**config.mk**
```make
export PLATFORM = sky130hd
export DESIGN_NAME = mem_arbiter_flat
export DESIGN_NICKNAME = d
export VERILOG_FILES = /design/src/rtl/mem_arbiter_pkg.sv /design/src/rtl/mem_arbiter_if.sv /design/src/rtl/mem_arbiter_wait_timer.sv /design/src/rtl/mem_arbiter.sv /design/src/flat_wrapper.sv
export SDC_FILE = /design/constraint.sdc
export NUM_CORES = 1
export LEC_CHECK = 0
export ABC_AREA = 1
export CAP_MARGIN = 20
export CORE_ASPECT_RATIO = 1.2
export CORE_MARGIN = 2
export CORE_UTILIZATION = 35
export CTS_BUF_LIST = sky130_fd_sc_hd__clkbuf_8
export DETAILED_ROUTE_END_ITERATION = 6
export GPL_ROUTABILITY_DRIVEN = 0
export GPL_TIMING_DRIVEN = 0
export PLACE_DENSITY = 0.69
export SLEW_MARGIN = 0
export SYNTH_ARGS = -nofsm -noshare
export SYNTH_HDL_FRONTEND = slang
export SYNTH_SLANG_ARGS = --single-unit
```
**constraint.sdc**
```tcl
create_clock -name clk -period 4.05 [get_ports clk]
set_input_delay 1.0125 -clock clk [delete_from_list [all_inputs] [get_ports clk]]
set_output_delay 1.0125 -clock clk [all_outputs]
set_load 0.03 [all_outputs]
```
**src/rtl/mem_arbiter_pkg.sv**
```systemverilog
// mem_arbiter_pkg: shared op codes, FSM state encodings and request helpers for the SRAM arbiter.
package mem_arbiter_pkg;
    localparam logic [1:0] MEM_READ_OP  = 2'b01;
    localparam logic [1:0] MEM_WRITE_OP = 2'b10;
    typedef enum logic [2:0] {
        ARB_IDLE  = 3'd0,
        ARB_RD    = 3'd1,
        ARB_WR_SU = 3'd2,
        ARB_WR_P  = 3'd3,
        ARB_WR_H  = 3'd4,
        ARB_DONE  = 3'd5
    } arb_state_t;
    typedef enum logic {OWN_FETCH, OWN_DATA} arb_owner_t;
    function automatic logic is_data_op(input logic [1:0] op);
        return op == MEM_READ_OP || op == MEM_WRITE_OP;
    endfunction
endpackage

```
**src/rtl/mem_arbiter_if.sv**
```systemverilog
// mem_arbiter_if: requester handshakes (fetch + data) and SRAM pin bundle shared by arbiter and environment.
interface mem_arbiter_if #(parameter int ADDR_W = 18);
    logic              if_req;
    logic [15:0]       if_addr;
    logic [15:0]       if_rdata;
    logic              if_ack;
    logic [1:0]        mem_op;
    logic [15:0]       mem_addr;
    logic [15:0]       mem_wdata;
    logic [15:0]       mem_rdata;
    logic              mem_ack;
    logic              busy;
    logic [ADDR_W-1:0] ram_addr;
    logic [15:0]       ram_dq_o;
    logic              ram_dq_oe;
    logic [15:0]       ram_dq_i;
    logic              ram_ce_n;
    logic              ram_oe_n;
    logic              ram_we_n;
    modport slave (
        input  if_req, if_addr, mem_op, mem_addr, mem_wdata, ram_dq_i,
        output if_rdata, if_ack, mem_rdata, mem_ack, busy,
               ram_addr, ram_dq_o, ram_dq_oe, ram_ce_n, ram_oe_n, ram_we_n
    );
    modport master (
        output if_req, if_addr, mem_op, mem_addr, mem_wdata, ram_dq_i,
        input  if_rdata, if_ack, mem_rdata, mem_ack, busy,
               ram_addr, ram_dq_o, ram_dq_oe, ram_ce_n, ram_oe_n, ram_we_n
    );
endinterface

```
**src/rtl/mem_arbiter_wait_timer.sv**
```systemverilog
// arb_wait_timer: loadable down-counter; done is high once the count has reached zero.
module arb_wait_timer #(parameter int W = 8) (
    input  logic         clk,
    input  logic         rst,
    input  logic         load,
    input  logic [W-1:0] value,
    output logic         done
);
    logic [W-1:0] cnt;
    always_ff @(posedge clk or posedge rst)
        if (rst) cnt <= '0;
        else if (load) cnt <= value;
        else if (cnt != '0) cnt <= cnt - 1'b1;
    assign done = cnt == '0;
endmodule

```
**src/rtl/mem_arbiter.sv**
```systemverilog
// mem_arbiter: shares one SRAM between fetch and data ports (data wins) with programmable wait states.
// Optional ARB_STALL_CNT_EN adds stall_cnt, a saturating count of fetch-denied cycles.
module mem_arbiter
    import mem_arbiter_pkg::*;
#(
    parameter int ADDR_W  = 18,
    parameter int RD_WAIT = 1,
    parameter int WR_WAIT = 1
) (
    input  logic clk,
    input  logic rst,
    mem_arbiter_if.slave bus
`ifdef ARB_STALL_CNT_EN
    , output logic [15:0] stall_cnt
`endif
);
    arb_state_t state;
    arb_owner_t owner;
    logic       t_load;
    logic       t_done;
    logic [7:0] t_val;

    // Timer preloads while idle (read length) and during write setup (pulse length).
    assign t_load = state == ARB_IDLE || state == ARB_WR_SU;
    assign t_val  = state == ARB_WR_SU ? 8'(WR_WAIT - 1) : 8'(RD_WAIT - 1);
    assign bus.busy = state != ARB_IDLE;

    arb_wait_timer #(.W(8)) u_timer (
        .clk   (clk),
        .rst   (rst),
        .load  (t_load),
        .value (t_val),
        .done  (t_done)
    );

    always_ff @(posedge clk or posedge rst)
        if (rst) begin
            state         <= ARB_IDLE;
            owner         <= OWN_FETCH;
            bus.ram_addr  <= '0;
            bus.ram_dq_o  <= '0;
            bus.ram_dq_oe <= 1'b0;
            bus.ram_ce_n  <= 1'b1;
            bus.ram_oe_n  <= 1'b1;
            bus.ram_we_n  <= 1'b1;
            bus.if_rdata  <= '0;
            bus.mem_rdata <= '0;
            bus.if_ack    <= 1'b0;
            bus.mem_ack   <= 1'b0;
        end else begin
            case (state)
                ARB_IDLE:
                    if (is_data_op(bus.mem_op)) begin
                        state         <= bus.mem_op == MEM_WRITE_OP ? ARB_WR_SU : ARB_RD;
                        owner         <= OWN_DATA;
                        bus.ram_addr  <= ADDR_W'(bus.mem_addr);
                        bus.ram_dq_o  <= bus.mem_wdata;
                        bus.ram_ce_n  <= 1'b0;
                        bus.ram_oe_n  <= bus.mem_op == MEM_WRITE_OP;
                        bus.ram_dq_oe <= bus.mem_op == MEM_WRITE_OP;
                    end else if (bus.if_req) begin
                        state        <= ARB_RD;
                        owner        <= OWN_FETCH;
                        bus.ram_addr <= ADDR_W'(bus.if_addr);
                        bus.ram_ce_n <= 1'b0;
                        bus.ram_oe_n <= 1'b0;
                    end
                ARB_RD:
                    if (t_done) begin
                        state        <= ARB_DONE;
                        bus.ram_ce_n <= 1'b1;
                        bus.ram_oe_n <= 1'b1;
                        if (owner == OWN_DATA) bus.mem_rdata <= bus.ram_dq_i;
                        else bus.if_rdata <= bus.ram_dq_i;
                        bus.mem_ack  <= owner == OWN_DATA;
                        bus.if_ack   <= owner == OWN_FETCH;
                    end
                ARB_WR_SU: begin
                    state        <= ARB_WR_P;
                    bus.ram_we_n <= 1'b0;
                end
                ARB_WR_P:
                    if (t_done) begin
                        state        <= ARB_WR_H;
                        bus.ram_we_n <= 1'b1;
                    end
                ARB_WR_H: begin
                    state         <= ARB_DONE;
                    bus.ram_ce_n  <= 1'b1;
                    bus.ram_dq_oe <= 1'b0;
                    bus.mem_ack   <= 1'b1;
                end
                ARB_DONE: begin
                    state       <= ARB_IDLE;
                    bus.if_ack  <= 1'b0;
                    bus.mem_ack <= 1'b0;
                end
                default: state <= ARB_IDLE;
            endcase
        end

`ifdef ARB_STALL_CNT_EN
    always_ff @(posedge clk or posedge rst)
        if (rst) stall_cnt <= '0;
        else if (bus.if_req && (state != ARB_IDLE || is_data_op(bus.mem_op)) && stall_cnt != 16'hFFFF)
            stall_cnt <= stall_cnt + 1'b1;
`endif
endmodule
```
**src/flat_wrapper.sv**
```systemverilog
// flat-port wrapper written by rule: the top's interface ports become plain ports
module mem_arbiter_flat import mem_arbiter_pkg::*;
#(
    parameter int ADDR_W  = 18,
    parameter int RD_WAIT = 1,
    parameter int WR_WAIT = 1
)
  (clk, rst, bus_if_req, bus_if_addr, bus_mem_op, bus_mem_addr, bus_mem_wdata, bus_ram_dq_i, bus_if_rdata, bus_if_ack, bus_mem_rdata, bus_mem_ack, bus_busy, bus_ram_addr, bus_ram_dq_o, bus_ram_dq_oe, bus_ram_ce_n, bus_ram_oe_n, bus_ram_we_n);
  mem_arbiter_if #(.ADDR_W(ADDR_W)) bus_i ();
  input  logic clk;
  input  logic rst;
  input wire logic [$bits(bus_i.if_req)-1:0] bus_if_req;
  input wire logic [$bits(bus_i.if_addr)-1:0] bus_if_addr;
  input wire logic [$bits(bus_i.mem_op)-1:0] bus_mem_op;
  input wire logic [$bits(bus_i.mem_addr)-1:0] bus_mem_addr;
  input wire logic [$bits(bus_i.mem_wdata)-1:0] bus_mem_wdata;
  input wire logic [$bits(bus_i.ram_dq_i)-1:0] bus_ram_dq_i;
  output wire logic [$bits(bus_i.if_rdata)-1:0] bus_if_rdata;
  output wire logic [$bits(bus_i.if_ack)-1:0] bus_if_ack;
  output wire logic [$bits(bus_i.mem_rdata)-1:0] bus_mem_rdata;
  output wire logic [$bits(bus_i.mem_ack)-1:0] bus_mem_ack;
  output wire logic [$bits(bus_i.busy)-1:0] bus_busy;
  output wire logic [$bits(bus_i.ram_addr)-1:0] bus_ram_addr;
  output wire logic [$bits(bus_i.ram_dq_o)-1:0] bus_ram_dq_o;
  output wire logic [$bits(bus_i.ram_dq_oe)-1:0] bus_ram_dq_oe;
  output wire logic [$bits(bus_i.ram_ce_n)-1:0] bus_ram_ce_n;
  output wire logic [$bits(bus_i.ram_oe_n)-1:0] bus_ram_oe_n;
  output wire logic [$bits(bus_i.ram_we_n)-1:0] bus_ram_we_n;
  assign bus_i.if_req = bus_if_req;
  assign bus_i.if_addr = bus_if_addr;
  assign bus_i.mem_op = bus_mem_op;
  assign bus_i.mem_addr = bus_mem_addr;
  assign bus_i.mem_wdata = bus_mem_wdata;
  assign bus_i.ram_dq_i = bus_ram_dq_i;
  assign bus_if_rdata = bus_i.if_rdata;
  assign bus_if_ack = bus_i.if_ack;
  assign bus_mem_rdata = bus_i.mem_rdata;
  assign bus_mem_ack = bus_i.mem_ack;
  assign bus_busy = bus_i.busy;
  assign bus_ram_addr = bus_i.ram_addr;
  assign bus_ram_dq_o = bus_i.ram_dq_o;
  assign bus_ram_dq_oe = bus_i.ram_dq_oe;
  assign bus_ram_ce_n = bus_i.ram_ce_n;
  assign bus_ram_oe_n = bus_i.ram_oe_n;
  assign bus_ram_we_n = bus_i.ram_we_n;
  mem_arbiter #(.ADDR_W(ADDR_W), .RD_WAIT(RD_WAIT), .WR_WAIT(WR_WAIT)) u_core (.clk(clk), .rst(rst), .bus(bus_i));
endmodule
```
### Word-level counts from Yosys, hierarchy flattened

Index checks and enable logic that the tools add are counted.

* latch bits: 0
* bits in read-only memories: 0
* output and inout port bits: 73
* bits in writable memories: 0
* register bits after elaboration: 84
* logic and storage cells: 75
* memories: 0

* bitwise logic cells: 1
* magnitude comparators: 0
* mux-type cells: 24
* $add $sub $neg: 1
* $mul: 0
* equality and inequality tests: 11
* reduce and logical (&&, ||, !) cells: 25
* divide/modulo/power cells: 0
* shift operators: 0

Operator list (count)
* $mux W18: 2
* $mux W8: 2
* $pmux W3 S5: 1
* $reduce_and A3 Y1: 5
* $mux W3: 4
* $reduce_and A2 Y1: 6
* $reduce_bool A2 Y1: 6
* $reduce_bool A3 Y1: 3
* $logic_not A8 Y1: 1
* $mux W1: 8
* $pmux W1 S2: 4
* $reduce_bool A8 Y1: 1
* $sub A8 B1 Y8 const B: 1
* $eq A3 B2 Y1 const B: 2
* $eq A3 B3 Y1 const B: 2
* $pmux W1 S3: 2
* $ne A2 B1 Y1 const B: 2
* $eq A3 B1 Y1 const B: 1
* $logic_not A3 Y1: 1
* $ne A3 B3 Y1 const B: 1
* $eq A2 B1 Y1 const B: 1
* $eq A2 B2 Y1 const B: 1
* $logic_or A1 B1 Y1: 2
* $mux W2: 1
* 2 further kinds: 2

### Depth between registers and ports, before layout

* word-level depth: 4
* gate-level depth with buffers: 9

### Modules after synthesis

Synthesis repeated with hierarchy kept, for this count alone.

* cell total of the unflattened synthesis: 439
* area, all modules: 3708.6 um^2

By module, submodules not included
* mem_arbiter: area each 3178.0 um^2, times used 1, cells an instance 368
* arb_wait_timer: area each 530.5 um^2, times used 1, cells an instance 71

### Worst setup path before layout

Ideal clock, no wire load.

* kind: in2reg
* start point: in bus_mem_op[0]
* end point: reg u_core.bus.ram_addr[0] (netlist bit)
* data arrival time: 2.143 ns
* setup time: 0.124 ns
* stages on the path: 7
* slack: 1.783 ns
* required time: 3.926 ns
* cell sequence: inv_1 > ha_1 > buf_2 > inv_2 > o21ai_2 > buf_2 > o31ai_1

* word-level cells in the longest chain between the ends: 4
* elaborated cells on any way between the ends: 6

Ends and longest elaborated chain
* from (decl): line flat_wrapper.sv:14 `input wire logic [$bits(bus_i.mem_op)-1:0] bus_mem_op;`
* $eq A2 B1 Y1 / $eq A2 B2 Y1 (equally long branches): line mem_arbiter_pkg.sv:15 `return op == MEM_READ_OP || op == MEM_WRITE_OP;`
* $logic_or A1 B1 Y1 *: line mem_arbiter_pkg.sv:15
* $reduce_bool A2 Y1 (no source line)
* $reduce_and A2 Y1 (no source line)
* to (signal assigned): line mem_arbiter.sv:56 `bus.ram_addr <= ADDR_W'(bus.mem_addr);`
* to (signal assigned): line mem_arbiter.sv:64 `bus.ram_addr <= ADDR_W'(bus.if_addr);`
* to (decl): line mem_arbiter_if.sv:23 `ram_addr, ram_dq_o, ram_dq_oe, ram_ce_n, ram_oe_n, ram_we_n`

Mark *: on every way between the ends. The rest lies on a longest branch, timed or not.
A chain may end at the register's enable or synchronous reset.

### Worst setup path in the final report

* start point: reg u_core.state[2]
* end point: out bus_busy

* word-level cells in the longest chain between the ends: 1

Ends and longest elaborated chain
* from (decl): line mem_arbiter.sv:17 `arb_state_t state;`
* from (signal assigned): line mem_arbiter.sv:54 `state <= bus.mem_op == MEM_WRITE_OP ? ARB_WR_SU : ARB_RD;`
* $reduce_bool A3 Y1: line mem_arbiter.sv:26 `assign bus.busy = state != ARB_IDLE;`
* to (decl): line flat_wrapper.sv:22 `output wire logic [$bits(bus_i.busy)-1:0] bus_busy;`

No other way between the ends.

==> results.toml <==
[routing]
first_pass_iters = 4
ant_nets = 0
wl_per_cell_um = 13.6
viasPerCell = 4.71
route.detailed.drc = 0
routed_wl_um = 9580
drt_iter0_markers = 155
num_vias = 3322

[cells_and_area]
final_cell_mix = "clkdlybuf4s50_1 (139), nand2_1 (120), dfrtp_1 (79)"
multi_input_area_um2 = 1380
fillers = 960
final_common_cell = "clkdlybuf4s50_1"
ff_latch_area_um2 = 2060
drive_above_1_share_pct = 9.71
fin_nets = 645
stdcell_count = 706
num_antenna_cells = 0
area_delta_synth_final_pct = 47.8

[yosys]
synth_area_leaders = "dfrtp_1 (54%), nand2_1 (12%), nor2_1 (4.4%), nand3_1 (3.4%), o21ai_1 (3.3%)"
synth_area_leader_cell = "dfrtp_1"
postSynthAreaPerCell_um2 = 8.79
postSynthCellCount = 420
ys_seq_area_share_pct = 55.7
netlist_area_um2 = 3690
synth_cell_types = 36
synth_top_cell_area_share_pct = 53.5
ys_ff_latch = 82
ys.warnings.count = 0

[clock_network]
path_clk_slew_ns = 0.08
clockBufferDepth = 2
htreeDepth = 3
insertion_delay_ns = 0.36
cts_tree = "yes"
post_cts_buffers = 0
cts_resized = 0
clkSinkCount = 82
cts_root_buf = "clkbuf_8"
cts_made_buffers = 9
cts_hold_buf = 0

[worst_setup_path]
critPathMaxFanout = 10
end_kind = "primary output"
reg2reg_depth = 7
worstSetupPathType = "register to primary output"
arrival_ns = 2.27
critPathRequiredTime_ns = 3.04
cp-start-kind = "register"

[timing]
fin_skew_ns = 0.0124
fin_crit_sh_pct = 81.2
max_slew_margin_pct = 64.6
finalHoldViolCount = 0
setup_viol = 0
tightest_slew_ns = 0.526
slew_violations = 0
min_period_ns = 3.29
rsz0062_at_grt = "false"
tns_ns = 0
max_freq_ghz = 0.304

[global_route]
overflow = 0
grt_max_degree = 64
grt_pass1_vias = 3290
antenna_found_initial = 0
grt_pass1_wl_um = 15700
grt_usage_pct = 17.0

[pwr]
leakage_nw = 2.61
swShare_pct = 45.3
p_switching_w = 0.00195
max-vdd-ir-drop_uv = 338
p_int_w = 0.00236
p_clk_share_pct = 12.6
p_comb_share_pct = 55.0
share_seq_of_total_power_pct = 32.4
powerDensity_nw_per_um2 = 790

[floorplan]
start_util_pct = 35.5
fp.dieW_um = 97.8
fp.coreArea_um2 = 10400
dieArea_um2 = 11400
rows = 41
io_pins = 142
die_h_um = 117

[flow_run]
maxCapViolations = 0

[place]
portBuffers = 139
place_inst = 690
dpl.hpwl_um = 7310

[status]
status = "finished clean"

[worst_hold_path]
hold_depth = 2
min-delay-path-class = "register to register"
## critical path, cell delays in order, from the launching register on
cell and delay, ns:
dfrtp_1 0.46, inv_2 0.11, nand2_2 0.14, nor2_4 0.17
buf_4 0.19, buf_2 0.22, inv_1 0.05, clkdlybuf4s50_1 0.58
## final timing paths
path / from / to / slack [ns]
max reg2reg: u_core.u_timer.cnt[0] / u_core.bus.mem_ack / 2.33
max: u_core.state[2] / bus_busy / 0.76
min in group asynchronous: rst / u_core.bus.ram_dq_o[1] / 0.94
max in group asynchronous: rst / u_core.bus.ram_ce_n / 2.47
min reg2reg: u_core.bus.ram_we_n / u_core.bus.ram_we_n / 0.48
min: u_core.bus.ram_we_n / u_core.bus.ram_we_n / 0.48
## cell usage after synthesis (all sizes together)
| library cell | count |
|---|---|
| ha | 4 |
| dfstp | 3 |
| dfrtp | 79 |
| buf | 18 |
| inv | 35 |
| o31ai | 17 |
| clkbuf | 2 |
| o21ai | 45 |
| nor3 | 3 |
| nand4 | 3 |
| o21a | 1 |
| nand2 | 125 |
| nor2 | 49 |
| a31oi | 1 |
| o22ai | 2 |
| conb | 1 |
| o21bai | 1 |
| a21oi | 4 |
| xor2 | 1 |
| nand3 | 26 |
## state kept, by name, summed over array words and instances (netlist names)
register              cells
u_core.bus.mem_ack        1
u_core.bus.ram_addr      16
u_core.bus.ram_dq_oe      1
u_core.bus.mem_rdata     16
u_core.owner              1
u_core.u_timer.cnt        8
u_core.bus.ram_we_n       1
u_core.bus.ram_dq_o      16
u_core.state              3
u_core.bus.ram_ce_n       1
u_core.bus.if_rdata      16
u_core.bus.if_ack         1
u_core.bus.ram_oe_n       1
## cells by family (layout without fill, tap and decap cells)
| family | Yosys count | in the layout | share of synthesized area, % |
|---|---|---|---|
| compound gates | 71 | 71 | 11.5 |
| xor+xnor | 1 | 1 | 0.237 |
| flops | 82 | 82 | 55.7 |
| buf+inv | 55 | 211 | 7.08 |
| other cells | 1 | 2 | 0.102 |
| fa+ha+maj | 4 | 4 | 1.36 |
| simple gates | 206 | 206 | 24.1 |
## power groups by stage
stage,clock [W],sequential [W],combinational (W)
after floorplan,0,0.00205,0.000753
after global placement,0,0.00139,0.00235
after detailed placement,0,0.00140,0.00240
after CTS,0.000560,0.00139,0.00241
after global routing,0.000593,0.00144,0.00258
final,0.000544,0.00140,0.00237
## routing by layer
layer	up-vias	share of wire, %	wire length (µm)	GRT usage [%]
li1	1659	-	-	-
met1	1527	43	4100	20.5
met2	126	47	4540	28.5
met3	10	8.6	821	5.80
met4	0	1.3	123	6.20
met5	-	0	0	0
## metrics by stage
stage / power [W] / worst slack (ns) / instance area [µm²] / utilization [%] / hold slack [ns]
after CTS: 0.00436 / 0.740 / 5460 / 52.4 / 0.486
final: 0.00432 / 0.763 / 5460 / 52.4 / 0.483
after global routing: 0.00461 / 0.619 / 5460 / 52.4 / 0.504
after floorplan: 0.00280 / 0.934 / 3700 / - / 0.499
after global placement: 0.00375 / -0.396 / 5250 / 50.4 / 0.456
after detailed placement: 0.00381 / 0.933 / 5280 / 50.7 / 0.463
## layout make-up
type                            instances  area share [%]
Timing Repair Buffer                  140            26.0
Inverter                               35            2.45
Multi-Input combinational cell        284            25.3
Tap cell                              129            2.96
Clock buffer                            9            2.27
Sequential cell                        82            37.7
Buffer                                 20            2.38
Clock inverter                          7            1.01
Power figures use the tool's default switching activity.
